File: config.mk
export PLATFORM = sky130hd
export DESIGN_NAME = adder_4bit_df
export DESIGN_NICKNAME = d
export VERILOG_FILES = /design/src/rtl/adder_pkg.sv /design/src/rtl/cla_4bit_df.sv /design/src/rtl/adder_4bit_df.sv
export SDC_FILE = /design/constraint.sdc
export NUM_CORES = 1
export LEC_CHECK = 0
export ABC_AREA = 1
export ABC_CLOCK_PERIOD_IN_PS = 800
export CAP_MARGIN = 25
export CORE_AREA = 2 2 39 41
export CTS_BUF_LIST = sky130_fd_sc_hd__clkbuf_16
export CTS_CLUSTER_DIAMETER = 30
export CTS_CLUSTER_SIZE = 16
export DETAILED_ROUTE_END_ITERATION = 12
export DIE_AREA = 0 0 41 43
export PLACE_DENSITY_LB_ADDON = 0.05
export SLEW_MARGIN = 20
export SYNTH_ARGS = -nofsm -noshare
export SYNTH_HDL_FRONTEND = slang
export SYNTH_HIERARCHICAL = 1
export SYNTH_SLANG_ARGS = --single-unit
File: constraint.sdc
create_clock -name clk -period 0.8 [get_ports clk]
set_clock_uncertainty 0.15 [all_clocks]
set_input_delay 0.12 -clock clk [delete_from_list [all_inputs] [get_ports clk]]
set_output_delay 0.12 -clock clk [all_outputs]
set_load 0.01 [all_outputs]
File: src/rtl/adder_pkg.sv
// Shared definitions for the registered 4-bit dataflow adder.
// Holds the operand width and the operand word type used by the adder
// top level, its carry-lookahead core and the testbench.
package adder_pkg;

   // Operand width of the adder datapath.
   localparam int ADDER_WIDTH = 4;

   // One operand or sum word.
   typedef logic [ADDER_WIDTH-1:0] adder_word_t;

endpackage : adder_pkg

File: src/rtl/cla_4bit_df.sv
// Purely combinational carry-lookahead adder core in dataflow style.
// Each bit position forms a generate term (a & b) and a propagate term
// (a ^ b). The carry into bit i+1 is generated locally or propagated
// from bit i, starting from the carry-in. Each sum bit is the propagate
// term XOR the carry into that bit.
// Besides the sum and carry-out, the core exposes the carry into the top
// bit. The top level uses it for signed overflow detection.
module cla_4bit_df
   import adder_pkg::*;
#(
   parameter int WIDTH = ADDER_WIDTH
)(
   input  logic [WIDTH-1:0] a,
   input  logic [WIDTH-1:0] b,
   input  logic             cin,
   output logic [WIDTH-1:0] sum,
   output logic             cout,
   output logic             cmsb
);

   // Per-bit generate and propagate terms, and the carry into each bit.
   // c[WIDTH] is the carry out of the whole word.
   logic [WIDTH-1:0] g;
   logic [WIDTH-1:0] p;
   logic [WIDTH:0]   c;

   assign g    = a & b;
   assign p    = a ^ b;
   assign c[0] = cin;

   // Lookahead recurrence: a bit carries out when it generates a carry,
   // or when it propagates the carry arriving from the bit below.
   genvar i;
   generate
      for (i = 0; i < WIDTH; i++) begin : gen_carry
         assign c[i+1] = g[i] | (p[i] & c[i]);
      end
   endgenerate

   assign sum  = p ^ c[WIDTH-1:0];
   assign cout = c[WIDTH];
   assign cmsb = c[WIDTH-1];

endmodule : cla_4bit_df

File: src/rtl/adder_4bit_df.sv
// Registered 4-bit binary adder: {C4,Sum} = A + B + C0, one cycle latency.
// The adder accepts a new operand set on every rising clock edge.
// Optional feature macro: ADDER_OVERFLOW_EN.
//   When this macro is defined, the adder adds a registered two's-complement
//   overflow output V. V is the XOR of the carry into the top bit and the
//   carry out of the top bit.
//   When the macro is undefined, the V port and its register do not exist.
// All output registers clear immediately on the falling edge of rst_n.
// A reset therefore discards any in-flight result, so the outputs never
// show a partial value.
module adder_4bit_df
   import adder_pkg::*;
#(
   parameter int WIDTH = ADDER_WIDTH
)(
   input  logic             clk,
   input  logic             rst_n,
   input  logic [WIDTH-1:0] A,
   input  logic [WIDTH-1:0] B,
   input  logic             C0,
   output logic [WIDTH-1:0] Sum,
`ifdef ADDER_OVERFLOW_EN
   output logic             C4,
   output logic             V
`else
   output logic             C4
`endif
);

   // Combinational results from the lookahead core.
   logic [WIDTH-1:0] sum_comb;
   logic             cout_comb;
`ifdef ADDER_OVERFLOW_EN
   logic             cmsb;
`else
   logic             unused_cmsb;
`endif

   cla_4bit_df #(
      .WIDTH (WIDTH)
   ) u_cla (
      .a    (A),
      .b    (B),
      .cin  (C0),
      .sum  (sum_comb),
      .cout (cout_comb),
`ifdef ADDER_OVERFLOW_EN
      .cmsb (cmsb)
`else
      .cmsb (unused_cmsb)
`endif
   );

   // Capture the sum and carry-out every cycle. Reset clears them at once.
   always_ff @(posedge clk or negedge rst_n) begin
      if (!rst_n) begin
         Sum <= '0;
         C4  <= 1'b0;
      end else begin
         Sum <= sum_comb;
         C4  <= cout_comb;
      end
   end

`ifdef ADDER_OVERFLOW_EN
   // Signed overflow occurs when the carry into the top bit differs from
   // the carry out of it. V is registered alongside Sum so the two stay aligned.
   always_ff @(posedge clk or negedge rst_n) begin
      if (!rst_n) begin
         V <= 1'b0;
      end else begin
         V <= cout_comb ^ cmsb;
      end
   end
`endif

endmodule : adder_4bit_df

==> key figures, run 1 <==
Outcome
  • Status: complete, but fails checks
  • Failing checks: hold timing, setup timing

Power
  • Clock Power Share: between 60% and 70%
  • Switching power: 0.2536 mW
  • Worst vdd ir: 0.6118 mV
  • Lkg Pwr: roughly 0.24 nW
  • Net Sw Frac: 19.52%
  • Flop pwr share: roughly a quarter
  • Final Total Pwr: between 1 and 1.5 mW
  • Pint: about 1.0 mW
  • PwrDens: 2690 mW/mm^2
  • Comb pwr share: between 10 and 15%

Logic synthesis
  • Yosys reg bits: 5
  • Post-Syn Area per Cell: 12.78 um^2
  • Unique masters post-synth: 3
  • Synth area leaders: dfrtp_1, fa_1, inv_1
  • Syn Nets: 34
  • Mapped Cells: 19
  • Cell Area, Synth: 242.7 um^2
  • Post-synth top area share: 51.55%
  • Yosys warns: 6
  • Register area share after synthesis: 51.55%
  • Cell accounting for the most synthesized area: dfrtp_1

Clock network
  • Clk slew on worst S/H paths: 0.03 ns
  • H-tree levels: 1
  • Root buffer cell: clkbuf_16
  • CTS Sinks: 5
  • Post-CTS Setup Bufs: 0
  • Clock buffer depth: 2
  • Clock buffer count from CTS: 3
  • CTS tree: done

Setup path
  • Arr. time, crit path: 1.64 ns
  • Crit path kind: input pin to register
  • CP endpoint kind: register
  • Most used cell along the critical path: inv_2
  • Critical Path Slowest Stage Cell: fa_1
  • Peak per-stage delay on the critical path: 0.40 ns
  • Crit-path cells: buf_6 > inv_2 > fa_2 > inv_2 > fa_2 > inv_2 > fa_2 > inv_2 > fa_1
  • CP max FO: 1
  • Crit start category: input pin
  • Worst Path Required: 0.75 ns

STA
  • Final period util: 212.1%
  • Min Tclk post-route: 1.697 ns
  • TNS Setup: -3.442 ns
  • Max Clk Rate: 589.2 MHz
  • Worst Hold Slack: -0.03392 ns
  • Hold Vio Cnt, Final: 5
  • Final worst slack: -0.8972 ns
  • Final Max Tran Viols: 0
  • Worst-Margin Slew: 0.2247 ns
  • RSZ-0062 raised after global routing: yes
  • Slew HR: 84.98%
  • Final setup viols: 10

Routing
  • DRT iter0 DRCs: 1
  • Total Wirelength: about 410 um
  • Via density: 3.185
  • Drt wl/cell: between 7 and 8 um
  • Vias: 172
  • ANT nets after route: 0
  • Pre-antenna DRT Iters: 2
  • DRC: 0

Cells and area
  • Commonest non-fill, non-tap cells in the layout: inv_2, dfrtp_1, buf_2, clkdlybuf4s50_1, inv_1
  • # diodes: 0
  • Fill count: 142
  • Area of the multi-input gates: 87.58 um^2
  • Area Growth Syn to Fin: 98.97%
  • Layout Nets: 54
  • Layout cells sized above 1: 55.26%
  • Fin util: about a third
  • Most common cell after layout, fill and taps aside: inv_2
  • Reg area: 125.1 um^2

Floorplan
  • DIE AREA: 0.001763 mm^2
  • IO Pins: 16
  • Chip width: about 40 um
  • Core Rows: 14
  • Die height: 43 um
  • Initial Utilization: 17.54%
  • Core ar.: 0.001384 mm^2

Placed design
  • Hpwl dp: 343.4 um
  • Port buffer count: 15
  • GP Congestion: 0.5450

GRT
  • First-pass GRT wire length: 641 um
  • Largest net degree at the start of global routing: 6
  • GRT Total Usage: 6.085%
  • Antenna violations before repair: 0
  • Overflow after GRT: 0
  • Vias in the first global route: 182

Worst hold path
  • HP Class: input pin to asynchronous set/reset pin

Job
  • Max_cap viols: 0
-- stage by stage --
| step | worst slack (ns) | instances | instance area, um^2 | hold WS (ns) |
|---|---|---|---|---|
| final | -0.8972 | 54 | 483.0 | -0.03392 |
| after global placement | -1.690 | 50 | 427.9 | 0.2010 |
| after floorplan | -1.060 | 19 | 257.7 | -0.3256 |
| after global routing | -0.9630 | 54 | 483.0 | -0.01330 |
| after detailed placement | -1.712 | 50 | 427.9 | 0.2031 |
| after CTS | -0.9125 | 54 | 476.7 | -0.02727 |
-- flip-flops by register name, indices dropped and copies added (netlist names) --
signal,count
C4,1
Sum,4
-- Yosys cell counts --
library cell,number
fa_1,4
inv_1,10
dfrtp_1,5
-- worst max-delay path: cells and delay by family --
family	cells	cell delay, ns
adders and majority gates	4	1.28
buffers and inverters	5	0.26
-- logic make-up (layout without fill, tap and decap cells) --
family	count (synthesis)	in the layout	share of synthesized area, %
fa+ha+maj	4	4	32.99
buf+inv	10	29	15.47
flops	5	5	51.55
-- what timing repair did --
action,in CTS,in global routing
resized for setup,35,3
setup endpoints to repair,10,10
pin swaps,4,0
endpoints found under the hold margin,5,5
-- power by group through the flow --
stage	logic, mW	clock network, mW	registers (mW)
floorplan	0.0545	0	0.332
global placement	0.229	0	0.307
detailed placement	0.232	0	0.307
CTS	0.187	0.810	0.303
global route	0.220	0.834	0.307
finish	0.193	0.802	0.304
-- final cells by class --
type                    count  share of cell area (%)
multi-input cells           4                   18.13
flip-flops and latches      5                   25.91
well taps                  16                   4.145
clock inverters             1                  0.7772
clock buffers               3                   15.54
inverters                  10                   9.326
repair buffers             15                   26.17
-- metal layers --
| layer | track usage (%) | vias to the layer above | part of all wire (%) |
|---|---|---|---|
| met5 | 0 | - | 0 |
| met1 | 4.983 | 71 | 31 |
| met3 | 4.712 | 3 | 19 |
| li1 | - | 84 | - |
| met4 | 6.000 | 0 | 4.6 |
| met2 | 8.438 | 14 | 44 |
-- worst paths after layout --
check                      start          endpoint  slack (ns)  cells after the start
worst max-delay path        B[0]  Sum[3]$_DFF_PN0_       -0.90                      9
min in group clk              C0  Sum[0]$_DFF_PN0_        0.15                      4
worst min-delay path       rst_n      C4$_DFF_PN0_       -0.03                      1
max in group asynchronous  rst_n  Sum[0]$_DFF_PN0_        0.35                      1
Power figures use the tool's default switching activity.
==> inputs of run 2 (changes only) <==
Settings changed: ABC_CLOCK_PERIOD_IN_PS 800 to not set.
==> results of run 2 <==
Same layout as run 1: the final DEF is identical, and so are final timing and power.
